**config.mk**
```make
export PLATFORM = sky130hd
export DESIGN_NAME = cpu_sequencer
export DESIGN_NICKNAME = d
export VERILOG_FILES = /design/src/rtl/cpu_pkg.sv /design/src/rtl/seq_watchdog.sv /design/src/rtl/cpu_sequencer.sv
export SDC_FILE = /design/constraint.sdc
export NUM_CORES = 1
export LEC_CHECK = 0
export BUFFER_PORTS_ARGS = -buffer_cell sky130_fd_sc_hd__buf_2
export CAP_MARGIN = 20
export CORE_MARGIN = 4
export CORE_UTILIZATION = 48
export DETAILED_ROUTE_END_ITERATION = 10
export PLACE_DENSITY = 0.77
export SLEW_MARGIN = 20
export SYNTH_ARGS = -nofsm -noshare
export SYNTH_HDL_FRONTEND = slang
export SYNTH_SLANG_ARGS = --single-unit
```
**constraint.sdc**
```tcl
create_clock -name clock -period 2.4 [get_ports clock]
set_clock_uncertainty 0.15 [all_clocks]
set_input_delay 0.12 -clock clock [delete_from_list [all_inputs] [get_ports clock]]
set_output_delay 0.12 -clock clock [all_outputs]
set_load 0.02 [all_outputs]
```
**src/rtl/cpu_pkg.sv**
```systemverilog
// Shared types for the 8-bit accumulator CPU control path.
// Opcode and sequencer state encodings live here.
package cpu_pkg;

    localparam int WORD_W   = 8;
    localparam int OP_W_DEF = 3;

    typedef enum logic [2:0] {
        OP_LOAD  = 3'd0,
        OP_STORE = 3'd1,
        OP_ADD   = 3'd2,
        OP_SUB   = 3'd3,
        OP_BNE   = 3'd4,
        OP_IN    = 3'd5,
        OP_OUT   = 3'd6,
        OP_HALT  = 3'd7
    } opcode_t;

    typedef enum logic [3:0] {
        S_FETCH0,
        S_FETCH1,
        S_FETCH2,
        S_DECODE,
        S_EXEC1,
        S_EXEC2,
        S_BRANCH,
        S_INPUT,
        S_OUTPUT,
        S_HALT,
        S_ERROR
    } state_t;

endpackage

```
**src/rtl/seq_watchdog.sv**
```systemverilog
// Memory wait watchdog: counts stalled cycles of one access.
// expire fires when the access is still stalled at WAIT_MAX.
module seq_watchdog #(
    parameter int WAIT_MAX = 15
) (
    input  logic clock,
    input  logic n_reset,
    input  logic active,
    input  logic mem_ready,
    output logic expire
);

    localparam int CW = $clog2(WAIT_MAX + 1);

    logic [CW-1:0] wait_cnt;

    // Idle between accesses keeps the count cleared for the next entry.
    always_ff @(posedge clock or negedge n_reset) begin
        if (!n_reset) begin
            wait_cnt <= '0;
        end else if (!active) begin
            wait_cnt <= '0;
        end else if (!mem_ready) begin
            wait_cnt <= wait_cnt + CW'(1);
        end
    end

    assign expire = active && !mem_ready
                    && (wait_cnt == CW'(WAIT_MAX));

endmodule

```
**src/rtl/cpu_sequencer.sv**
```systemverilog
// Multi-cycle fetch/decode/execute sequencer for the accumulator CPU.
// Strobes are decoded from the registered state, gated off until the first edge after reset.
module cpu_sequencer
    import cpu_pkg::*;
#(
    parameter int OP_W     = OP_W_DEF,
    parameter int WAIT_MAX = 15
) (
    input  logic            clock,
    input  logic            n_reset,
    input  logic [OP_W-1:0] op,
    input  logic            z_flag,
    input  logic            mem_ready,
    output logic            ACC_bus,
    output logic            load_ACC,
    output logic            PC_bus,
    output logic            load_PC,
    output logic            INC_PC,
    output logic            load_IR,
    output logic            Addr_bus,
    output logic            load_MAR,
    output logic            MDR_bus,
    output logic            load_MDR,
    output logic            ALU_ACC,
    output logic            ALU_add,
    output logic            ALU_sub,
    output logic            CS,
    output logic            R_NW,
    output logic            sw_bus,
    output logic            load_disp,
    output logic            halted,
    output logic            bus_error
);

    state_t  state, state_nx;
    logic    run;
    logic    in_mem;
    logic    expire;
    logic    known;
    opcode_t opc;

    assign opc    = opcode_t'(op[2:0]);
    assign known  = ((op >> 3) == '0);
    assign in_mem = run && (state == S_FETCH1 || state == S_EXEC1);

    seq_watchdog #(
        .WAIT_MAX (WAIT_MAX)
    ) u_wdog (
        .clock     (clock),
        .n_reset   (n_reset),
        .active    (in_mem),
        .mem_ready (mem_ready),
        .expire    (expire)
    );

    // run holds the strobes at reset values until the first edge after release.
    always_ff @(posedge clock or negedge n_reset) begin
        if (!n_reset) begin
            state <= S_FETCH0;
            run   <= 1'b0;
        end else begin
            state <= state_nx;
            run   <= 1'b1;
        end
    end

    always_comb begin
        state_nx  = state;
        ACC_bus   = 1'b0;
        load_ACC  = 1'b0;
        PC_bus    = 1'b0;
        load_PC   = 1'b0;
        INC_PC    = 1'b0;
        load_IR   = 1'b0;
        Addr_bus  = 1'b0;
        load_MAR  = 1'b0;
        MDR_bus   = 1'b0;
        load_MDR  = 1'b0;
        ALU_add   = 1'b0;
        ALU_sub   = 1'b0;
        CS        = 1'b0;
        R_NW      = 1'b1;
        sw_bus    = 1'b0;
        load_disp = 1'b0;
        halted    = 1'b0;
        bus_error = 1'b0;
        if (run) begin
            unique case (state)
                S_FETCH0: begin
                    PC_bus   = 1'b1;
                    load_MAR = 1'b1;
                    INC_PC   = 1'b1;
                    state_nx = S_FETCH1;
                end
                S_FETCH1: begin
                    CS       = 1'b1;
                    load_MDR = mem_ready;
                    if (mem_ready)   state_nx = S_FETCH2;
                    else if (expire) state_nx = S_ERROR;
                end
                S_FETCH2: begin
                    MDR_bus  = 1'b1;
                    load_IR  = 1'b1;
                    state_nx = S_DECODE;
                end
                S_DECODE: begin
                    Addr_bus = 1'b1;
                    load_MAR = 1'b1;
                    if (!known) begin
                        state_nx = S_HALT;
                    end else begin
                        unique case (opc)
                            OP_LOAD, OP_STORE,
                            OP_ADD, OP_SUB: state_nx = S_EXEC1;
                            OP_BNE:         state_nx = S_BRANCH;
                            OP_IN:          state_nx = S_INPUT;
                            OP_OUT:         state_nx = S_OUTPUT;
                            default:        state_nx = S_HALT;
                        endcase
                    end
                end
                S_EXEC1: begin
                    CS = 1'b1;
                    if (opc == OP_STORE) begin
                        ACC_bus = 1'b1;
                        R_NW    = 1'b0;
                    end else begin
                        load_MDR = mem_ready;
                    end
                    if (mem_ready) begin
                        state_nx = (opc == OP_STORE) ? S_FETCH0 : S_EXEC2;
                    end else if (expire) begin
                        state_nx = S_ERROR;
                    end
                end
                S_EXEC2: begin
                    MDR_bus  = 1'b1;
                    load_ACC = 1'b1;
                    ALU_add  = (opc == OP_ADD);
                    ALU_sub  = (opc == OP_SUB);
                    state_nx = S_FETCH0;
                end
                S_BRANCH: begin
                    Addr_bus = !z_flag;
                    load_PC  = !z_flag;
                    state_nx = S_FETCH0;
                end
                S_INPUT: begin
                    sw_bus   = 1'b1;
                    load_ACC = 1'b1;
                    state_nx = S_FETCH0;
                end
                S_OUTPUT: begin
                    ACC_bus   = 1'b1;
                    load_disp = 1'b1;
                    state_nx  = S_FETCH0;
                end
                S_HALT:  halted    = 1'b1;
                S_ERROR: bus_error = 1'b1;
                default: state_nx  = S_FETCH0;
            endcase
        end
        ALU_ACC = load_ACC;
    end

endmodule

```
==> flow_metrics.env <==
export IMPL_run_status="completed"
export IMPL_final_max_slew_viol_count=0
export IMPL_vias_per_cell=5.94
export IMPL_io_pins=26
export IMPL_worst_setup_path_end_kind="output port"
export IMPL_final_cell_count_no_fill=131
export IMPL_floorplan_die_height_um=47.4
export IMPL_worstSetupPathType="reg2out"
export IMPL_cap_violations=0
export IMPL_hold_path_class="in2reg"
export IMPL_drive_gt1_share_pct=28.4
export IMPL_fillCellCount=124
export IMPL_drt_pass1_iterations=4
export IMPL_grt_pass1_wl_um=2950
export IMPL_leakagePower_uw=0.000450
export IMPL_synth_fp_nets=101
export IMPL_placer_congestion=0.834
export IMPL_synth_cells=93
export IMPL_final_hold_violating_endpoints=0
export IMPL_commonest_cells_after_routing_fill_and_taps_aside="buf_2, dfrtp_1, nand2_1, nor2_1, nor3_1"
export IMPL_n_antenna_cell=0
export IMPL_clock_tree_htree_level_count=1
export IMPL_design_core_area_um2=1380
export IMPL_drt_first_iter_violations=10
export IMPL_synth_seq_area_share_pct=30.3
export IMPL_total_routing_resource_utilization_after_global_routing_pct=18.7
export IMPL_antenna_violating_nets_post_route=0
export IMPL_synthesis_yosys_warnings=0
export IMPL_path_clk_slew_ns=0.05
export IMPL_placement_io_buffers=25
export IMPL_cp_required_ns=2.13
export IMPL_cts_sinks=9
export IMPL_core_rowCount=13
export IMPL_cts_root_buf="clkbuf_4"
export IMPL_yosys_cell_types_count=42
export IMPL_grt_ovfl_total=0
export IMPL_tritoncts_clock_tree="built"
export IMPL_critPathMaxFanout=10
export IMPL_detailroute_via_count=778
export IMPL_avgRoutedWirePerCell_um=13.9
export IMPL_most_common_library_cell_in_the_layout_ignoring_fill_and_taps="buf_2"
export IMPL_final_setup_tns_ns=0
export IMPL_drcViolationCount=0
export IMPL_cts_inserted_buffers=3
export IMPL_rsz0062_at_grt="false"
export IMPL_ff_latch_area_um2=225
export IMPL_power_density_nw_per_um2=872
export IMPL_yosys_area_top_type_share_pct=30.3
export IMPL_post_synth_instance_area_um2=743
export IMPL_achievable_frequency_mhz=465
export IMPL_vdd_ir_drop_max_mv=0.584
export IMPL_die_width_um=47.4
export IMPL_ys_seq_elements=9
export IMPL_floorplan_initialDensity_pct=53.8
export IMPL_min_clock_period_post_route_ns=2.15
export IMPL_crit_arrival_ns=1.88
export IMPL_drt_total_wl_um=1820
export IMPL_postCtsResizedCells=0
export IMPL_antenna_found_initial=0
export IMPL_final_net_count=125
export IMPL_fp_dieArea_um2=2240
export IMPL_post_route_period_util_pct=89.5
export IMPL_detailedPlacementHpwl_um=1360
export IMPL_multi_input_area_um2=448
export IMPL_synth_top_cell_by_area="dfrtp_1"
export IMPL_finalSetupViolCount=0
export IMPL_first_global_vias=700
export IMPL_synth_top_cells_by_area="dfrtp_1, xor2_1, nor3_1, nand2_1, nor2_1"
export IMPL_grt_start_max_net_pins=18
export IMPL_placed_cells_incl_taps=126
export IMPL_worst_setup_path_start_kind="register"
export IMPL_syn_area_per_cell_um2=7.99
export IMPL_clock_insertion_delay_at_the_later_pin_of_the_skew_report_ns=0.26
export IMPL_syn2layout_area_growth_pct=18.9
export IMPL_max_clock_path_buffers=2
path summary, 6_finish.rpt:
| path | start | slack [ns] | depth (start not counted) | endpoint |
|---|---|---|---|---|
| setup / recovery | run$_DFF_PN0_ | 0.25 | 4 | ACC_bus |
| hold / removal | mem_ready | 0.06 | 3 | u_wdog.wait_cnt[1]$_DFFE_PN0P_ |
| setup reg to reg | run$_DFF_PN0_ | 0.57 | 4 | state[2]$_DFFE_PN0P_ |
| hold reg to reg | u_wdog.wait_cnt[3]$_DFFE_PN0P_ | 0.41 | 2 | u_wdog.wait_cnt[3]$_DFFE_PN0P_ |
| max in group asynchronous | n_reset | 1.84 | 2 | u_wdog.wait_cnt[1]$_DFFE_PN0P_ |
| min in group asynchronous | n_reset | 0.09 | 2 | u_wdog.wait_cnt[3]$_DFFE_PN0P_ |
per-stage QoR:
step	setup slack (ns)	cell area (um2)	power, uW	utilization, %	hold slack [ns]
detailed placement	0.532	847	654	61.3	-0.170
global route	0.136	883	837	63.9	0.0718
CTS	0.238	883	772	63.9	0.0567
floorplan	0.392	743	569	-	-0.326
global placement	0.573	847	648	61.3	-0.173
finish	0.251	883	770	63.9	0.0611
Yosys cell counts, drive strengths merged:
master   number
a2bb2oi       1
ha            1
and3          1
o22a          1
a221o         1
inv           4
or4           1
nand2         8
o22ai         1
or2           1
nand2b        2
a22o          1
nand4b        1
nand3b        2
xnor2         1
a21boi        2
nor3b         3
mux2i         1
nand3         1
nor2          8
a21oi         3
o21a          1
clkbuf        3
nor2b         2
and2          1
nand4         2
xor2          4
nor4          2
dfrtp         9
and4          1
or3b          2
o31a          1
o21ai         4
a21o          1
o211ai        1
conb          1
nor3          6
a211oi        1
buf           6
timing repair:
item | 4_1_cts | 5_1_grt
buffers inserted | 0 | 0
setup endpoints to repair | 0 | 0
endpoints found under the hold margin | 9 | 0
hold buffers | 1 | 0
worst max-delay path, stage by stage, from the launching register on:
cell and delay (ns):
dfrtp_1 0.49, or3b_4 0.42, or3b_2 0.48, nand2b_1 0.08, buf_2 0.16
layout make-up:
| cell class | instances | share of cell area, % |
|---|---|---|
| clock buffers | 4 | 2.97 |
| inverters | 4 | 1.70 |
| multi-input cells | 71 | 50.7 |
| flip-flops and latches | 9 | 25.5 |
| repair buffers | 28 | 17.0 |
| well taps | 15 | 2.12 |
kinds of logic (layout without fill, tap and decap cells):
kind of cell,count (synthesis),count (layout),share of synthesized area (%)
flops,9,9,30.3
simple gates,44,44,33.2
mux,1,1,1.35
xor+xnor,5,5,5.89
compound gates,19,19,17.7
other cells,1,1,0.505
buf+inv,13,36,9.43
fa+ha+maj,1,1,1.68
where the power goes:
group	switching, uW	leakage (uW)	internal [uW]
logic	245	0.000315	153
registers	78.7	0.000120	181
clock network	49.2	0.0000150	63.8
total	373	0.000450	397
sequential cells by signal, summed over array words and instances (netlist names):
name	count
state	4
u_wdog.wait_cnt	4
run	1
layer usage:
layer,track usage [%],up-vias,share of wire [%],wire (um)
met1,24.2,370,41,754
met4,4.97,0,0,0
met3,8.05,0,7.7,141
met5,0,-,0,0
met2,28.3,33,51,925
li1,-,375,-,-
Power figures use the tool's default switching activity.
